<file path="src/rtl/activation_unit_if.sv">
// activation_unit_if: beat stream in and out, per-beat config, stats.
// master drives beats/config, slave is the activation pipeline.
interface activation_unit_if #(
  parameter int IN_W    = 24,
  parameter int OUT_W   = 8,
  parameter int LANES   = 4,
  parameter int SHIFT_W = 5,
  parameter int CNT_W   = 16
);
  logic                   in_valid;
  logic                   in_ready;
  logic [LANES*IN_W-1:0]  in_data;
  logic [1:0]             cfg_mode;
  logic [SHIFT_W-1:0]     cfg_shift;
  logic [OUT_W-1:0]       cfg_clip;
  logic                   out_valid;
  logic                   out_ready;
  logic [LANES*OUT_W-1:0] out_data;
  logic                   clr_stats;
  logic [CNT_W-1:0]       sat_count;

  modport master (
    output in_valid,
    output in_data,
    output cfg_mode,
    output cfg_shift,
    output cfg_clip,
    output out_ready,
    output clr_stats,
    input  in_ready,
    input  out_valid,
    input  out_data,
    input  sat_count
  );

  modport slave (
    input  in_valid,
    input  in_data,
    input  cfg_mode,
    input  cfg_shift,
    input  cfg_clip,
    input  out_ready,
    input  clr_stats,
    output in_ready,
    output out_valid,
    output out_data,
    output sat_count
  );
endinterface

</file>
<file path="src/rtl/activation_unit.sv">
// activation_unit: two-stage multi-lane requantise + activation pipeline
// with per-beat config, valid/ready backpressure and saturation stats.
module activation_unit #(
  parameter int IN_W    = 24,
  parameter int OUT_W   = 8,
  parameter int LANES   = 4,
  parameter int SHIFT_W = 5,
  parameter int CNT_W   = 16
) (
  input logic              clk,
  input logic              rst,
  activation_unit_if.slave bus
);
  localparam int RW   = IN_W + 1;
  localparam int OMAX = 2**(OUT_W-1) - 1;

  typedef logic signed [RW-1:0] r_t;

  typedef struct packed {
    r_t [LANES-1:0]   r;
    logic [1:0]       mode;
    logic [OUT_W-1:0] clip;
  } s1_t;

  s1_t                    s1_q;
  s1_t                    s1_d;
  logic                   s1_valid;
  logic                   s1_en;
  logic                   s2_en;
  logic                   out_valid_q;
  logic [LANES*OUT_W-1:0] out_q;
  logic [LANES*OUT_W-1:0] act_d;
  logic                   any_sat;
  logic [CNT_W-1:0]       cnt_q;
  logic [OUT_W:0]         res;
  r_t                     lane_r;

  // One extra bit of headroom so the rounding bias cannot wrap.
  function automatic r_t requant(
    input logic [IN_W-1:0]    x,
    input logic [SHIFT_W-1:0] sh
  );
    r_t ext;
    r_t bias;
    ext  = {x[IN_W-1], x};
    bias = '0;
    if (sh != '0)
      bias = r_t'(1) << (sh - SHIFT_W'(1));
    return (ext + bias) >>> sh;
  endfunction

  // Returns {saturated, clamped value}; the mode-3 clip is not saturation.
  function automatic logic [OUT_W:0] activate(
    input r_t               r,
    input logic [1:0]       mode,
    input logic [OUT_W-1:0] clip
  );
    r_t   a;
    r_t   c;
    r_t   hi;
    r_t   lo;
    logic neg;
    neg = r[RW-1];
    c   = r_t'({1'b0, clip});
    hi  = r_t'(OMAX);
    lo  = r_t'(-OMAX - 1);
    a   = r;
    unique case (1'b1)
      mode == 2'd0: a = r;
      mode == 2'd1: a = neg ? r_t'(0) : r;
      mode == 2'd2: a = neg ? (r >>> 3) : r;
      mode == 2'd3: a = neg ? r_t'(0) : ((r > c) ? c : r);
    endcase
    if (a > hi)
      return {1'b1, hi[OUT_W-1:0]};
    if (a < lo)
      return {1'b1, lo[OUT_W-1:0]};
    return {1'b0, a[OUT_W-1:0]};
  endfunction

  always_comb begin
    s1_d      = '0;
    s1_d.mode = bus.cfg_mode;
    s1_d.clip = bus.cfg_clip;
    for (int i = 0; i < LANES; i++)
      s1_d.r[i] = requant(bus.in_data[i*IN_W +: IN_W], bus.cfg_shift);
  end

  always_comb begin
    act_d   = '0;
    any_sat = 1'b0;
    res     = '0;
    lane_r  = '0;
    for (int i = 0; i < LANES; i++) begin
      lane_r = s1_q.r[i];
      res    = activate(lane_r, s1_q.mode, s1_q.clip);
      act_d[i*OUT_W +: OUT_W] = res[OUT_W-1:0];
      any_sat = any_sat | res[OUT_W];
    end
  end

  assign s2_en        = !out_valid_q | bus.out_ready;
  assign s1_en        = !s1_valid | s2_en;
  assign bus.in_ready = s1_en & !rst;

  always_ff @(posedge clk) begin
    if (rst) begin
      s1_valid    <= 1'b0;
      s1_q        <= '0;
      out_valid_q <= 1'b0;
      out_q       <= '0;
      cnt_q       <= '0;
    end else begin
      if (s1_en) begin
        s1_valid <= bus.in_valid;
        if (bus.in_valid)
          s1_q <= s1_d;
      end
      if (s2_en) begin
        out_valid_q <= s1_valid;
        if (s1_valid)
          out_q <= act_d;
      end
      if (bus.clr_stats)
        cnt_q <= '0;
      else if (s2_en && s1_valid && any_sat && cnt_q != '1)
        cnt_q <= cnt_q + CNT_W'(1);
    end
  end

  assign bus.out_valid = out_valid_q;
  assign bus.out_data  = out_q;
  assign bus.sat_count = cnt_q;

endmodule

</file>
<file path="src/flat_wrapper.sv">
// flat-port wrapper written by rule: the top's interface ports become plain ports
module activation_unit_flat 
#(
  parameter int IN_W    = 24,
  parameter int OUT_W   = 8,
  parameter int LANES   = 4,
  parameter int SHIFT_W = 5,
  parameter int CNT_W   = 16
)
  (clk, rst, bus_in_valid, bus_in_data, bus_cfg_mode, bus_cfg_shift, bus_cfg_clip, bus_out_ready, bus_clr_stats, bus_in_ready, bus_out_valid, bus_out_data, bus_sat_count);
  activation_unit_if #(.IN_W(IN_W), .OUT_W(OUT_W), .LANES(LANES), .SHIFT_W(SHIFT_W), .CNT_W(CNT_W)) bus_i ();
  input logic clk;
  input logic rst;
  input wire logic [$bits(bus_i.in_valid)-1:0] bus_in_valid;
  input wire logic [$bits(bus_i.in_data)-1:0] bus_in_data;
  input wire logic [$bits(bus_i.cfg_mode)-1:0] bus_cfg_mode;
  input wire logic [$bits(bus_i.cfg_shift)-1:0] bus_cfg_shift;
  input wire logic [$bits(bus_i.cfg_clip)-1:0] bus_cfg_clip;
  input wire logic [$bits(bus_i.out_ready)-1:0] bus_out_ready;
  input wire logic [$bits(bus_i.clr_stats)-1:0] bus_clr_stats;
  output wire logic [$bits(bus_i.in_ready)-1:0] bus_in_ready;
  output wire logic [$bits(bus_i.out_valid)-1:0] bus_out_valid;
  output wire logic [$bits(bus_i.out_data)-1:0] bus_out_data;
  output wire logic [$bits(bus_i.sat_count)-1:0] bus_sat_count;
  assign bus_i.in_valid = bus_in_valid;
  assign bus_i.in_data = bus_in_data;
  assign bus_i.cfg_mode = bus_cfg_mode;
  assign bus_i.cfg_shift = bus_cfg_shift;
  assign bus_i.cfg_clip = bus_cfg_clip;
  assign bus_i.out_ready = bus_out_ready;
  assign bus_i.clr_stats = bus_clr_stats;
  assign bus_in_ready = bus_i.in_ready;
  assign bus_out_valid = bus_i.out_valid;
  assign bus_out_data = bus_i.out_data;
  assign bus_sat_count = bus_i.sat_count;
  activation_unit #(.IN_W(IN_W), .OUT_W(OUT_W), .LANES(LANES), .SHIFT_W(SHIFT_W), .CNT_W(CNT_W)) u_core (.clk(clk), .rst(rst), .bus(bus_i));
endmodule
</file>
<file path="config.mk">
export PLATFORM = sky130hd
export DESIGN_NAME = activation_unit_flat
export DESIGN_NICKNAME = d
export VERILOG_FILES = /design/src/rtl/activation_unit_if.sv /design/src/rtl/activation_unit.sv /design/src/flat_wrapper.sv
export SDC_FILE = /design/constraint.sdc
export NUM_CORES = 1
export LEC_CHECK = 0
export ABC_AREA = 0
export CORE_UTILIZATION = 50
export CTS_CLUSTER_DIAMETER = 50
export DETAILED_ROUTE_END_ITERATION = 8
export PLACE_DENSITY_LB_ADDON = 0.15
export REMOVE_ABC_BUFFERS = 1
export SLEW_MARGIN = 25
export SYNTH_ARGS = -nofsm -noshare
export SYNTH_HDL_FRONTEND = slang
export SYNTH_SLANG_ARGS = --single-unit
</file>
<file path="constraint.sdc">
create_clock -name clk -period 9.45 [get_ports clk]
set_input_delay 1.89 -clock clk [delete_from_list [all_inputs] [get_ports clk]]
set_output_delay 1.89 -clock clk [all_outputs]
set_load 0.05 [all_outputs]
</file>
==> results.sh <==
export IMPL_antenna_found_initial=1
export IMPL_grt_pass1_vias=22204
export IMPL_layout_commonest_cell="nor2_1"
export IMPL_nNetsFinal=3172
export IMPL_ant_nets=0
export IMPL_synth_ff_type="dfxtp_1"
export IMPL_crit_fanout=30
export IMPL_worst_pin_slew_ns=1.183
export IMPL_peakVddDrop_mv=0.1410
export IMPL_place_congestion=1.018
export IMPL_grt_use_met3_pct=5.641
export IMPL_rsz0062_at_grt="false"
export IMPL_dieArea_um2=41330
export IMPL_wl_per_cell_um=25.33
export IMPL_worstSetupPathType="primary input to register"
export IMPL_clk_latency_ns=0.45
export IMPL_routed_wl_mm=87.67
export IMPL_numCtsBuffers=17
export IMPL_status="completed"
export IMPL_setup_tns_ns=0
export IMPL_stdcell_area_um2=22850
export IMPL_grtUsageMet2_pct=62.77
export IMPL_port_buffers=165
export IMPL_mostFrequentLayoutCells="nor2_1, nand2_1, a21oi_1"
export IMPL_synth_cell_types=95
export IMPL_dieHeight_um=203.3
export IMPL_synth_seq_cells=160
export IMPL_ioPinCount=166
export IMPL_final_max_slew_viol_count=0
export IMPL_placed_area_um2=22260
export IMPL_critPathCaptureType="register"
export IMPL_busiest_layer="met2"
export IMPL_start_kind="primary input"
export IMPL_whs_path_depth=2
export IMPL_worstHoldStart="u_core.lane_r[17]"
export IMPL_reg2reg_from="u_core.s1_q[9]"
export IMPL_drt_drc_violations_left=0
export IMPL_synthCells=2876
export IMPL_path_clk_slew_ns=0.07
export IMPL_synth_edf_count=0
export IMPL_htreeDepth=4
export IMPL_synth_area_um2=20260
export IMPL_fin_crit_sh_pct=77.61
export IMPL_syn2layout_area_growth_pct=12.79
export IMPL_die_w_um=203.3
export IMPL_fmax_mhz=136.3
export IMPL_postCtsSetupBuffers=0
export IMPL_root_buffer="clkbuf_16"
export IMPL_period_needed_ns=7.334
export IMPL_initial_utilization_pct=50.88
export IMPL_grt_total_usage_pct=41.27
export IMPL_row_count=73
export IMPL_drive_above_1_share_pct=6.982
export IMPL_grt_first_pass_wirelength_mm=133.3
export IMPL_hold_end="u_core.lane_r[17]"
export IMPL_fill_cells=3797
export IMPL_cp_data_arrival_time_ns=7.64
export IMPL_dp_hpwl_mm=66.69
export IMPL_worstPathRequired_ns=9.75
export IMPL_clk_path_buf_depth=2
export IMPL_ys_warn_count=0
export IMPL_synth_seq_area_share_pct=15.81
export IMPL_coreArea_um2=39820
export IMPL_grt_ovfl_total=0
export IMPL_num_vias=24504
export IMPL_rr_endpoint="u_core.bus.sat_count[5]"
export IMPL_leakage_nw=9.177
export IMPL_drtPass1Iterations=6
export IMPL_maxCapViolCount=0
export IMPL_cts_tree="yes"
export IMPL_reg2regPathDepth=11
export IMPL_grt_max_degree=70
export IMPL_num_antenna_cells=0
export IMPL_fin_skew_ns=0.009374
export IMPL_hold_viol_final=0
export IMPL_maxSlewHeadroom_pct=20.47
export IMPL_cts_sinks=160
export IMPL_ctsResizeCount=0
export IMPL_finalSetupViolations=0
export IMPL_via_per_inst=7.080
export IMPL_syn_area_per_cell_um2=7.045
export IMPL_async_flop_share_pct=0
export IMPL_drt_initial_drc_count=3268
export IMPL_p_per_area_nw_per_um2=111.8
export IMPL_gr_usage_met1_pct=55.74
export IMPL_min_path_type="register to register"
export IMPL_rrSetupSlack_ns=4.89
export IMPL_hold_buffers=0
per-layer routing:
metal	vias up	routed length, um
met1	11438	36350
met3	307	8521
met2	1687	37190
li1	11072	-
met4	0	5606
met5	-	0
worst max-delay path, cell delays in order:
cell and delay [ns]:
buf_2 0.32, nor2_1 0.48, nand2_1 0.35, buf_4 0.34, nor2_1 0.47, ha_1 0.40
a2111oi_0 0.37, o21ai_1 0.24, a41oi_1 0.38, o21ai_0 0.22, o31ai_1 0.66, nor2_1 0.28
a222oi_1 0.39, nand2_1 0.30, a221oi_1 0.41, a21oi_1 0.11
report_power, final:
| part | switching (mW) | leakage, nW | internal (mW) |
|---|---|---|---|
| sequential | 0.0782 | 1.32 | 0.726 |
| clock | 0.322 | 0.280 | 0.397 |
| combinational | 0.656 | 7.57 | 0.377 |
registers in the layout, indices dropped and copies added (netlist names):
name                  count
u_core.bus.sat_count     16
u_core.s1_valid           1
u_core.bus.out_data      32
u_core.lane_r            25
u_core.s1_q              85
u_core.bus.out_valid      1
kinds of logic after synthesis:
kind of cell | Yosys count | synth area share, %
AOI/OAI and AO/OA | 1111 | 36.97
and+or+nand+nor | 994 | 22.97
buffers and inverters | 262 | 5.057
DFF | 160 | 15.81
muxes | 143 | 7.676
adders and majority gates | 133 | 8.361
xor gates and xnor gates | 73 | 3.156
worst max path at each step:
stage	end	slack, ns	from	cells after the start
CTS	u_core.lane_r[5]	2.39	bus_cfg_shift[3]	16
global placement	u_core.lane_r[5]	2.06	bus_cfg_shift[4]	16
detailed placement	u_core.lane_r[5]	1.90	bus_cfg_shift[3]	16
floorplan	u_core.s1_q[70]	1.96	bus_cfg_shift[1]	14
global route	u_core.lane_r[9]	1.77	bus_cfg_shift[3]	16
finish	u_core.lane_r[9]	2.12	bus_cfg_shift[3]	16
metrics by stage:
step / cells / total power, mW / utilization (%) / setup WS, ns / hold WS, ns
2_1_floorplan: 2673 / 1.420 / - / 1.964 / 0.4309
3_3_place_gp: 3429 / 1.789 / 55.89 / 2.059 / 0.4442
3_5_place_dp: 3429 / 1.803 / 55.89 / 1.903 / 0.4496
4_1_cts: 3461 / 2.517 / 57.39 / 2.389 / 0.4601
5_1_grt: 3461 / 2.657 / 57.39 / 1.772 / 0.4953
6_report: 3461 / 2.556 / 57.39 / 2.116 / 0.4636
synthesized netlist by cell type (11+ instances only):
library cell | count | share of area (%)
nor2_1 | 312 | 5.8
nand2_1 | 277 | 5.1
a21oi_1 | 271 | 6.7
o21ai_0 | 196 | 4.8
dfxtp_1 | 160 | 16
clkbuf_1 | 147 | 2.7
ha_1 | 129 | 8.0
mux2i_1 | 107 | 5.3
a21o_1 | 84 | 3.1
nand3_1 | 80 | 2.0
a211oi_1 | 74 | 2.7
nor3_1 | 74 | 1.8
o211ai_1 | 56 | 2.1
inv_1 | 54 | 1.0
a31oi_1 | 46 | 1.4
o22ai_1 | 46 | 1.4
xnor2_1 | 45 | 1.9
o221ai_1 | 38 | 1.6
and3_1 | 35 | 1.1
buf_1 | 33 | 0.61
nand2b_1 | 32 | 0.99
nand4_1 | 30 | 0.93
mux2_2 | 29 | 1.6
a221oi_1 | 28 | 1.2
xor2_1 | 28 | 1.2
and2_1 | 25 | 0.77
or3_1 | 25 | 0.77
o31ai_1 | 24 | 0.89
buf_2 | 21 | 0.52
nor2b_1 | 20 | 0.62
nor4_1 | 20 | 0.62
a2111oi_0 | 15 | 0.65
a22oi_1 | 15 | 0.56
o21bai_1 | 15 | 0.56
o21a_1 | 14 | 0.52
a21boi_0 | 13 | 0.48
a311oi_1 | 13 | 0.56
a32oi_1 | 13 | 0.56
o21ai_1 | 12 | 0.30
or2_2 | 12 | 0.37
a211o_1 | 11 | 0.48
final cells by class:
type	instances	area [um^2]	share of cell area, %
clock buffer	17	425.4	1.861
clock inverter	15	171.4	0.7501
inverter	59	222.7	0.9745
tap	525	656.9	2.874
multi-input combinational	2454	16050	70.23
sequential	160	3206	14.03
timing repair buffer	231	2122	9.286
No activity file was read; power rests on OpenSTA's default activity.
